## config.mk

```make
export PLATFORM = sky130hd
export DESIGN_NAME = seg7_capture
export DESIGN_NICKNAME = d
export VERILOG_FILES = /design/src/rtl/seg7_pkg.sv /design/src/rtl/seg7_decode.sv /design/src/rtl/seg7_capture.sv
export SDC_FILE = /design/constraint.sdc
export NUM_CORES = 1
export LEC_CHECK = 0
export ABC_AREA = 1
export BUFFER_PORTS_ARGS = -buffer_cell sky130_fd_sc_hd__buf_4
export CORE_UTILIZATION = 52
export CTS_CLUSTER_SIZE = 16
export DETAILED_ROUTE_END_ITERATION = 10
export PLACE_DENSITY = 0.72
export SETUP_SLACK_MARGIN = 0.4
export SYNTH_ARGS = -nofsm -noshare
export SYNTH_HDL_FRONTEND = slang
export SYNTH_HIERARCHICAL = 1
export SYNTH_SLANG_ARGS = --single-unit
```

## constraint.sdc

```tcl
create_clock -name clk -period 2.6 [get_ports clk]
set_input_delay 0.13 -clock clk [delete_from_list [all_inputs] [get_ports clk]]
set_output_delay 0.13 -clock clk [all_outputs]
set_load 0.1 [all_outputs]
```

## src/rtl/seg7_pkg.sv

```systemverilog
// Shared constants, state type and helpers for the seven-segment capture block.
package seg7_pkg;

    localparam int unsigned SEG_W   = 7;
    localparam int unsigned DIGIT_W = 4;
    localparam int unsigned CNT_W   = 8;

    // Segment patterns {g,f,e,d,c,b,a}, active-high
    localparam logic [SEG_W-1:0] SEG_BLANK = 7'h00;
    localparam logic [SEG_W-1:0] SEG_0     = 7'h3F;
    localparam logic [SEG_W-1:0] SEG_1     = 7'h06;
    localparam logic [SEG_W-1:0] SEG_2     = 7'h5B;
    localparam logic [SEG_W-1:0] SEG_3     = 7'h4F;
    localparam logic [SEG_W-1:0] SEG_4     = 7'h66;
    localparam logic [SEG_W-1:0] SEG_5     = 7'h6D;
    localparam logic [SEG_W-1:0] SEG_6     = 7'h7C;
    localparam logic [SEG_W-1:0] SEG_7     = 7'h07;
    localparam logic [SEG_W-1:0] SEG_8     = 7'h7F;
    localparam logic [SEG_W-1:0] SEG_9     = 7'h67;

    typedef enum logic [1:0] {
        IDLE   = 2'd0,
        SETTLE = 2'd1,
        LOCKED = 2'd2
    } state_e;

    // Expected successor of a decimal digit, wrapping 9 -> 0
    function automatic logic [DIGIT_W-1:0] next_digit(input logic [DIGIT_W-1:0] d);
        return (d == DIGIT_W'(9)) ? DIGIT_W'(0) : DIGIT_W'(d + DIGIT_W'(1));
    endfunction

endpackage

```

## src/rtl/seg7_decode.sv

```systemverilog
// Combinational pattern decoder: flags legal digits and blank, returns digit value.
module seg7_decode
    import seg7_pkg::*;
(
    input  logic [SEG_W-1:0]   pattern_i,
    output logic               legal_o,
    output logic               blank_o,
    output logic [DIGIT_W-1:0] digit_o
);

    // Table lookup; anything not listed is illegal
    always_comb begin
        legal_o = 1'b1;
        blank_o = 1'b0;
        digit_o = '0;
        case (pattern_i)
            SEG_0:     digit_o = DIGIT_W'(0);
            SEG_1:     digit_o = DIGIT_W'(1);
            SEG_2:     digit_o = DIGIT_W'(2);
            SEG_3:     digit_o = DIGIT_W'(3);
            SEG_4:     digit_o = DIGIT_W'(4);
            SEG_5:     digit_o = DIGIT_W'(5);
            SEG_6:     digit_o = DIGIT_W'(6);
            SEG_7:     digit_o = DIGIT_W'(7);
            SEG_8:     digit_o = DIGIT_W'(8);
            SEG_9:     digit_o = DIGIT_W'(9);
            SEG_BLANK: begin
                legal_o = 1'b0;
                blank_o = 1'b1;
            end
            default:   legal_o = 1'b0;
        endcase
    end

endmodule

```

## src/rtl/seg7_capture.sv

```systemverilog
// Debounced capture of an asynchronous seven-segment bus with sequence checking.
module seg7_capture
    import seg7_pkg::*;
#(
    parameter int unsigned STABLE_CYCLES = 16
) (
    input  logic               clk,
    input  logic               reset,
    input  logic [SEG_W-1:0]   seg_in,
    output logic [DIGIT_W-1:0] digit,
    output logic               digit_valid,
    output logic               new_digit,
    output logic               seq_error,
    output logic               bad_pattern,
    output logic [CNT_W-1:0]   seq_err_count,
    output logic [CNT_W-1:0]   bad_count,
    output logic               locked
);

    localparam logic [CNT_W-1:0] STABLE_N = CNT_W'(STABLE_CYCLES);
    localparam logic [CNT_W-1:0] CNT_MAX  = '1;

    logic [SEG_W-1:0]   sync1_q, sync2_q;
    state_e             state_q, state_d;
    logic [SEG_W-1:0]   cand_q, cand_d;
    logic [SEG_W-1:0]   accepted_q, accepted_d;
    logic [CNT_W-1:0]   count_q, count_d, count_inc;
    logic [DIGIT_W-1:0] digit_q, digit_d;
    logic               valid_q, valid_d;
    logic               new_digit_q, new_digit_d;
    logic               seq_error_q, seq_error_d;
    logic               bad_q, bad_d;
    logic [CNT_W-1:0]   seq_cnt_q, seq_cnt_d;
    logic [CNT_W-1:0]   bad_cnt_q, bad_cnt_d;
    logic               locked_q, locked_d;
    logic               accept;
    logic               dec_legal, dec_blank;
    logic [DIGIT_W-1:0] dec_digit;

    seg7_decode u_decode (
        .pattern_i (cand_q),
        .legal_o   (dec_legal),
        .blank_o   (dec_blank),
        .digit_o   (dec_digit)
    );

    assign count_inc = CNT_W'(count_q + CNT_W'(1));

    // Two-flop synchronizer for the asynchronous segment bus
    always_ff @(posedge clk) begin
        if (reset) begin
            sync1_q <= '0;
            sync2_q <= '0;
        end else begin
            sync1_q <= seg_in;
            sync2_q <= sync1_q;
        end
    end

    // State and output registers
    always_ff @(posedge clk) begin
        if (reset) begin
            state_q     <= IDLE;
            cand_q      <= SEG_BLANK;
            accepted_q  <= SEG_BLANK;
            count_q     <= '0;
            digit_q     <= '0;
            valid_q     <= 1'b0;
            new_digit_q <= 1'b0;
            seq_error_q <= 1'b0;
            bad_q       <= 1'b0;
            seq_cnt_q   <= '0;
            bad_cnt_q   <= '0;
            locked_q    <= 1'b0;
        end else begin
            state_q     <= state_d;
            cand_q      <= cand_d;
            accepted_q  <= accepted_d;
            count_q     <= count_d;
            digit_q     <= digit_d;
            valid_q     <= valid_d;
            new_digit_q <= new_digit_d;
            seq_error_q <= seq_error_d;
            bad_q       <= bad_d;
            seq_cnt_q   <= seq_cnt_d;
            bad_cnt_q   <= bad_cnt_d;
            locked_q    <= locked_d;
        end
    end

    // Stability FSM plus acceptance side effects (digit update, strobes, counters)
    always_comb begin
        state_d     = state_q;
        cand_d      = cand_q;
        accepted_d  = accepted_q;
        count_d     = count_q;
        digit_d     = digit_q;
        valid_d     = valid_q;
        new_digit_d = 1'b0;
        seq_error_d = 1'b0;
        bad_d       = 1'b0;
        seq_cnt_d   = seq_cnt_q;
        bad_cnt_d   = bad_cnt_q;
        accept      = 1'b0;

        case (state_q)
            IDLE: begin
                state_d = SETTLE;
                cand_d  = sync2_q;
                count_d = CNT_W'(1);
            end
            SETTLE: begin
                if (sync2_q != cand_q) begin
                    cand_d  = sync2_q;
                    count_d = CNT_W'(1);
                end else if (count_inc == STABLE_N) begin
                    state_d = LOCKED;
                    count_d = count_inc;
                    accept  = 1'b1;
                end else begin
                    count_d = count_inc;
                end
            end
            LOCKED: begin
                if (sync2_q != accepted_q) begin
                    state_d = SETTLE;
                    cand_d  = sync2_q;
                    count_d = CNT_W'(1);
                end
            end
            default: state_d = IDLE;
        endcase

        // Re-accepting the same pattern (e.g. after a glitch) is silent
        if (accept && (cand_q != accepted_q)) begin
            accepted_d = cand_q;
            if (dec_blank) begin
                valid_d = 1'b0;
            end else if (dec_legal) begin
                digit_d     = dec_digit;
                valid_d     = 1'b1;
                new_digit_d = 1'b1;
                if (valid_q && (dec_digit != next_digit(digit_q))) begin
                    seq_error_d = 1'b1;
                    if (seq_cnt_q != CNT_MAX) begin
                        seq_cnt_d = CNT_W'(seq_cnt_q + CNT_W'(1));
                    end
                end
            end else begin
                bad_d = 1'b1;
                if (bad_cnt_q != CNT_MAX) begin
                    bad_cnt_d = CNT_W'(bad_cnt_q + CNT_W'(1));
                end
            end
        end

        locked_d = (state_d == LOCKED);
    end

    assign digit         = digit_q;
    assign digit_valid   = valid_q;
    assign new_digit     = new_digit_q;
    assign seq_error     = seq_error_q;
    assign bad_pattern   = bad_q;
    assign seq_err_count = seq_cnt_q;
    assign bad_count     = bad_cnt_q;
    assign locked        = locked_q;

endmodule

```

=== Word-level counts from Yosys, hierarchy flattened ===
Cells that the tools add are included.

* Equal/unequal tests: 23
* Reduce and logical (&&, ||, !) cells: 15
* Bitwise gates (word level): 3
* $add $sub $neg: 4
* Mux-type cells: 22

{| class="wikitable"
|+ Operators with widths
! operator !! count
|-
| equality test 7 bit (second input constant) || 7
|-
| case mux 4 bit (9 select lines) || 1
|-
| adder 8 x 1 -> 8 bit (second input constant) || 3
|-
| case mux 8 bit (3 select lines) || 1
|-
| inequality test 7 bit || 3
|-
| case mux 7 bit (3 select lines) || 1
|-
| two-way mux 8 bit || 2
|-
| inequality test 8 bit (second input constant) || 2
|-
| equality test 7 x 3 -> 1 bit (second input constant) || 2
|-
| two-way mux 7 bit || 2
|-
| two-way mux 1 bit || 10
|-
| OR reduction 10 bit || 1
|-
| equality test 8 x 5 -> 1 bit (second input constant) || 1
|-
| equality test 7 x 6 -> 1 bit (second input constant) || 1
|-
| zero test 7 bit || 1
|-
| two-way mux 2 bit || 3
|-
| case mux 2 bit (3 select lines) || 1
|-
| AND reduction 3 bit || 2
|-
| AND reduction 5 bit || 1
|-
| adder 4 x 1 -> 4 bit (second input constant) || 1
|-
| equality test 2 bit (second input constant) || 2
|-
| equality test 4 bit (second input constant) || 1
|-
| two-way mux 4 bit || 1
|-
| inequality test 2 bit (second input constant) || 2
|-
| 11 further kinds || 15
|}

* Flip-flop bits (word level): 63
* Input bits: 9
* Logic and storage cells: 81
* Output and inout bits: 25

=== Depth between registers and ports, before layout ===
* Word-level depth: 8
* Mapped depth: 15
* Depth with buffers taken out: 15

=== By module ===
The synthesis kept the hierarchy.

{| class="wikitable"
|+ By module, submodules not included
! module !! cells each !! area an instance (um^2) !! instances !! sequential area each (um^2)
|-
| seg7_capture || 426 || 3010.4 || 1 || 1261.2
|-
| seg7_decode || 58 || 247.7 || 1 || 0.0
|}

=== Worst setup path before layout ===
OpenSTA, ideal clock, no wires.

* Path kind: reg2reg
* From: register digit_q[0] (netlist: digit[0])
* To: register seq_cnt_q[5] (netlist: seq_err_count[5])
* Cell stages (with the launch flop): 10
* Arrival: 2.240 ns
* Setup time: 0.132 ns
* Path slack: 0.228 ns
* Period minus slack after synthesis: 2.372 ns
* Data required time: 2.468 ns
* Path buffers: 0
* Path through: dfxtp_1 nand3_1 nand2_1 nand3_1 nand2_1 nand2_1 a21oi_2 nand3_2 nand2_1 a21oi_1

* Cells in the longest elaborated chain, start to end: 5
* Elaborated cells on any way between the ends: 6
* Classes of those cells: add/sub (1); eq/ne (2); mux (1); reduce/logical (2)

{| class="wikitable"
|+ RTL lines
! item !! line !! source
|-
| start: declaration || seg7_capture.sv:28 || <nowiki>logic [DIGIT_W-1:0] digit_q, digit_d;</nowiki>
|-
| start signal: assignment || seg7_capture.sv:80 || <nowiki>digit_q <= digit_d;</nowiki>
|-
| adder 4 x 1 -> 4 bit / equality test 4 bit (equally long branches) || seg7_pkg.sv:29 || <nowiki>return (d == DIGIT_W'(9)) ? DIGIT_W'(0) : DIGIT_W'(d + DIGIT_W'(1));</nowiki>
|-
| two-way mux 4 bit (*) || seg7_pkg.sv:29 ||
|-
| inequality test 4 bit (*) || seg7_capture.sv:143 || <nowiki>if (valid_q && (dec_digit != next_digit(digit_q))) begin</nowiki>
|-
| logical AND 1 bit (*) || seg7_capture.sv:143 ||
|-
| AND reduction 5 bit (no source line) (*) || n/a ||
|-
| end signal: assignment || seg7_capture.sv:85 || <nowiki>seq_cnt_q <= seq_cnt_d;</nowiki>
|-
| end: declaration || seg7_capture.sv:33 || <nowiki>logic [CNT_W-1:0] seq_cnt_q, seq_cnt_d;</nowiki>
|}

Every way passes the cells marked *; elsewhere a longest branch is shown, timed or not.
A chain may end at the register's enable or synchronous reset.

=== Worst setup path in the final report ===
* From: register cand_q[0]
* To: register seq_cnt_q[6] (netlist: seq_err_count[6])

* Cells in the longest elaborated chain, start to end: 5
* Elaborated cells on any way between the ends: 24
* Classes of those cells: eq/ne (13); mux (5); bitwise (1); reduce/logical (5)

{| class="wikitable"
|+ RTL lines
! item !! line !! source
|-
| start: declaration || seg7_capture.sv:25 || <nowiki>logic [SEG_W-1:0] cand_q, cand_d;</nowiki>
|-
| start signal: assignment || seg7_capture.sv:77 || <nowiki>cand_q <= cand_d;</nowiki>
|-
| equality test 7 bit / equality test 7 x 3 -> 1 bit (equally long branches) || seg7_decode.sv:16 || <nowiki>case (pattern_i)</nowiki>
|-
| case mux 4 bit (9 select lines) (*) || seg7_decode.sv:16 ||
|-
| via dec_digit[0] || seg7_capture.sv:38 || <nowiki>logic [DIGIT_W-1:0] dec_digit;</nowiki>
|-
| inequality test 4 bit (*) || seg7_capture.sv:143 ||
|-
| logical AND 1 bit (*) || seg7_capture.sv:143 ||
|-
| AND reduction 5 bit (no source line) (*) || n/a ||
|}

The timed path passes the listed nets; every way through them passes the cells marked *.

==> flow_metrics.py <==
metrics = {
    "status": {
        "outcome": "finished clean",
    },
    "sta": {
        "finalSetupTns_ns": 0,
        "fin_crit_sh_pct": 79.1,
        "rsz0062_at_grt": "yes",
        "finalSetupViolations": 0,
        "clock_skew_ns": 0.00653,
        "slew_viol_final": 0,
        "clock.fmax_mhz": 486,
        "maxSlewHeadroom_pct": 54.9,
        "period_needed_ns": 2.06,
        "hold_viol_final": 0,
        "tightest_slew_ns": 0.669,
    },
    "route": {
        "viasPerCell": 5.16,
        "drtIter0Drc": 103,
        "wl_per_cell_microns": 11.8,
        "drc": 0,
        "num_vias": 3217,
        "wl_mm": 7.38,
        "postRouteAntennaNets": 0,
        "drt_first_pass_iters": 4,
    },
    "finish": {
        "post-route-util_pct": 68.4,
        "syn_to_final_growth_pct": 25.7,
        "final_common_cell": "nand2_1",
        "diodes": 0,
        "final.fill_count": 500,
        "final_cell_mix": "nand2_1 (113), inv_1 (67), nor2_1 (65)",
        "layout-drive-gt1-share_pct": 18.6,
        "final_nets": 556,
    },
    "critical_path": {
        "cpPeakStageDelay_ns": 0.41,
        "end_kind": "register",
        "path_buf_inv": 2,
        "required_ns": 2.86,
        "path_class": "reg -> reg",
        "crit_family": "simple AND/OR/NAND/NOR gates",
        "critical_path.reg2reg.endpoint": "seq_err_count[6]",
        "cp_data_arrival_time_ns": 2.32,
        "slowest_stage": "dfxtp_2",
        "worstSetupStartpointType": "register",
        "path_cells": "nand2_2 -> nor2_2 -> nand2_1 -> inv_1 -> nor2_1 -> nand3b_1 -> xor2_1 -> nand3_1 -> nor2_1 -> a21oi_2 -> buf_4 -> nand3_4 -> nand2_1 -> a21oi_1",
        "reg2reg_slack_ns": 0.54,
        "cp_max_fo": 10,
        "ff2ff_path_depth": 14,
        "crit_cells": 14,
        "r2r-start": "cand_q[0]",
    },
    "yosys": {
        "yosys_warnings": 6,
        "syn_area_per_cell_sq_um": 6.73,
        "syn_inst": 484,
        "syn_nets": 496,
        "async_flop_share_pct": 0,
        "ys_types": 31,
        "synth_edf_count": 0,
        "syn_area_sq_um": 3260,
        "ys_seq_area_share_pct": 38.7,
        "synthFlopType": "dfxtp_1",
        "synth-seq-cells": 63,
    },
    "grt": {
        "grt.total_usage_pct": 23.9,
        "antenna_found_initial": 0,
        "grt_pass1_wl_mm": 12.1,
        "grt-ovfl-total": 0,
        "grt_pass1_vias": 2852,
        "grt_max_degree": 37,
    },
    "floorplan": {
        "die_y_microns": 81.2,
        "core_area_sq_um": 5990,
        "ios": 34,
        "rows": 28,
        "dieArea_sq_um": 6590,
        "chipWidth_microns": 81.2,
        "start_util_pct": 54.4,
    },
    "power": {
        "worst_ir_drop_vdd_mv": 0.446,
        "power_w": 0.00219,
        "p_leak_nw": 1.85,
        "pwr_density_cell_nw_per_um2": 534,
    },
    "clocking": {
        "clk_path_buf_depth": 2,
        "htree_levels": 3,
        "tritoncts": "done",
        "cts_root_buf": "clkbuf_8",
        "clock-sinks": 63,
        "cts-buffers-inserted": 9,
        "clock_latency_ns": 0.34,
        "clkTransAtPathRegs_ns": 0.07,
    },
    "worst_hold_path": {
        "min_path_cells": 2,
        "worstHoldEndpoint": "digit_valid",
        "hold_path_class": "in -> reg",
        "hp-start": "reset",
    },
    "placement": {
        "place.gp.congestion": 0.840,
        "port_buffers": 33,
        "hpwl_mm": 4.97,
    },
    "flow_run": {
        "cap_violations": 0,
    },
}
==> cells by family after synthesis <==
| kind of cell | Yosys count | share of synthesized area, % |
|---|---|---|
| buffers and inverters | 79 | 9.33 |
| XOR/XNOR | 16 | 4.30 |
| adder cells (fa/ha/maj) | 3 | 1.15 |
| AO/OA/AOI/OAI | 73 | 12.1 |
| flip-flops | 63 | 38.7 |
| AND/OR/NAND/NOR | 250 | 34.4 |
==> area by class of cell <==
class	instances	area, sq um	share of cell area [%]
clock buffers	13	159	3.88
inverters	70	263	6.41
flip-flops and latches	63	1300	31.7
repair buffers	57	470	11.5
clock inverters	3	65.1	1.59
well taps	75	93.8	2.29
multi-input cells	343	1750	42.7
==> worst max-delay path by stage <==
stage               slack (ns)         start                to
finish                    0.54     cand_q[0]  seq_err_count[6]
global route              0.37    count_q[2]      bad_count[3]
CTS                       0.41    count_q[0]  seq_err_count[6]
detailed placement        0.44    count_q[0]  seq_err_count[6]
global placement          0.44     cand_q[2]  seq_err_count[1]
floorplan                 0.49  bad_count[4]      bad_count[3]
==> where the power goes <==
group | internal (W) | switching, W | leakage (nW)
clock | 0.000592 | 0.000373 | 0.114
sequential | 0.000988 | 0.0000319 | 0.521
combinational | 0.0000778 | 0.000124 | 1.22
==> layer usage <==
layer / up-vias / track usage (%) / part of all wire (%) / routed length [microns]
met3: 14 / 4.83 / 3.9 / 286
met2: 56 / 40.9 / 49 / 3610
li1: 1692 / - / - / -
met5: - / 0 / 0 / 0
met1: 1455 / 28.5 / 45 / 3350
met4: 0 / 11.1 / 1.8 / 133
==> flip-flops by register name (all words and copies together), names as in the netlist, 2 cells and up <==
register	count
accepted_q	7
bad_count	8
cand_q	7
count_q	8
digit	4
seq_err_count	8
state_q	2
sync1_q	7
sync2_q	7
==> metrics by stage <==
stage          instances  hold slack [ns]  area [sq um]  setup slack, ns
2_1_floorplan        484            0.237          3270            0.493
3_3_place_gp         587            0.329          3600            0.440
3_5_place_dp         587            0.338          3600            0.436
4_1_cts              610            0.184          3890            0.414
5_1_grt              624            0.211          4100            0.375
6_report             624            0.190          4100            0.543
==> Yosys cell counts (2+ instances only) <==
cell type	instances	area [sq um]
nand2_1	113	424
inv_1	67	251
nor2_1	66	248
dfxtp_1	63	1260
a21oi_1	39	195
nand3_1	30	150
nand4_1	23	144
o21ai_0	22	110
xor2_1	10	87.6
clkbuf_1	8	30.0
a211oi_1	7	52.6
xnor2_1	6	52.6
nor2_2	4	25.0
ha_1	3	37.5
nor3_1	3	15.0
inv_2	2	7.51
nand2_2	2	12.5
nor4_1	2	12.5
o21bai_1	2	15.0
==> worst register-to-register path: cells and delay by family (launching register included) <==
family | cells | cell delay (ns)
buffers and inverters | 2 | 0.24
AND/OR/NAND/NOR | 9 | 0.91
XOR/XNOR | 1 | 0.16
flip-flops | 1 | 0.41
AO/OA/AOI/OAI | 2 | 0.26
==> repair_timing <==
action,in CTS,in global routing
hold buffers,7,0
setup buffers,0,13
endpoints found under the hold margin,7,0
gates resized for setup,0,26
setup endpoints to repair,0,34
Power figures use the tool's default switching activity.
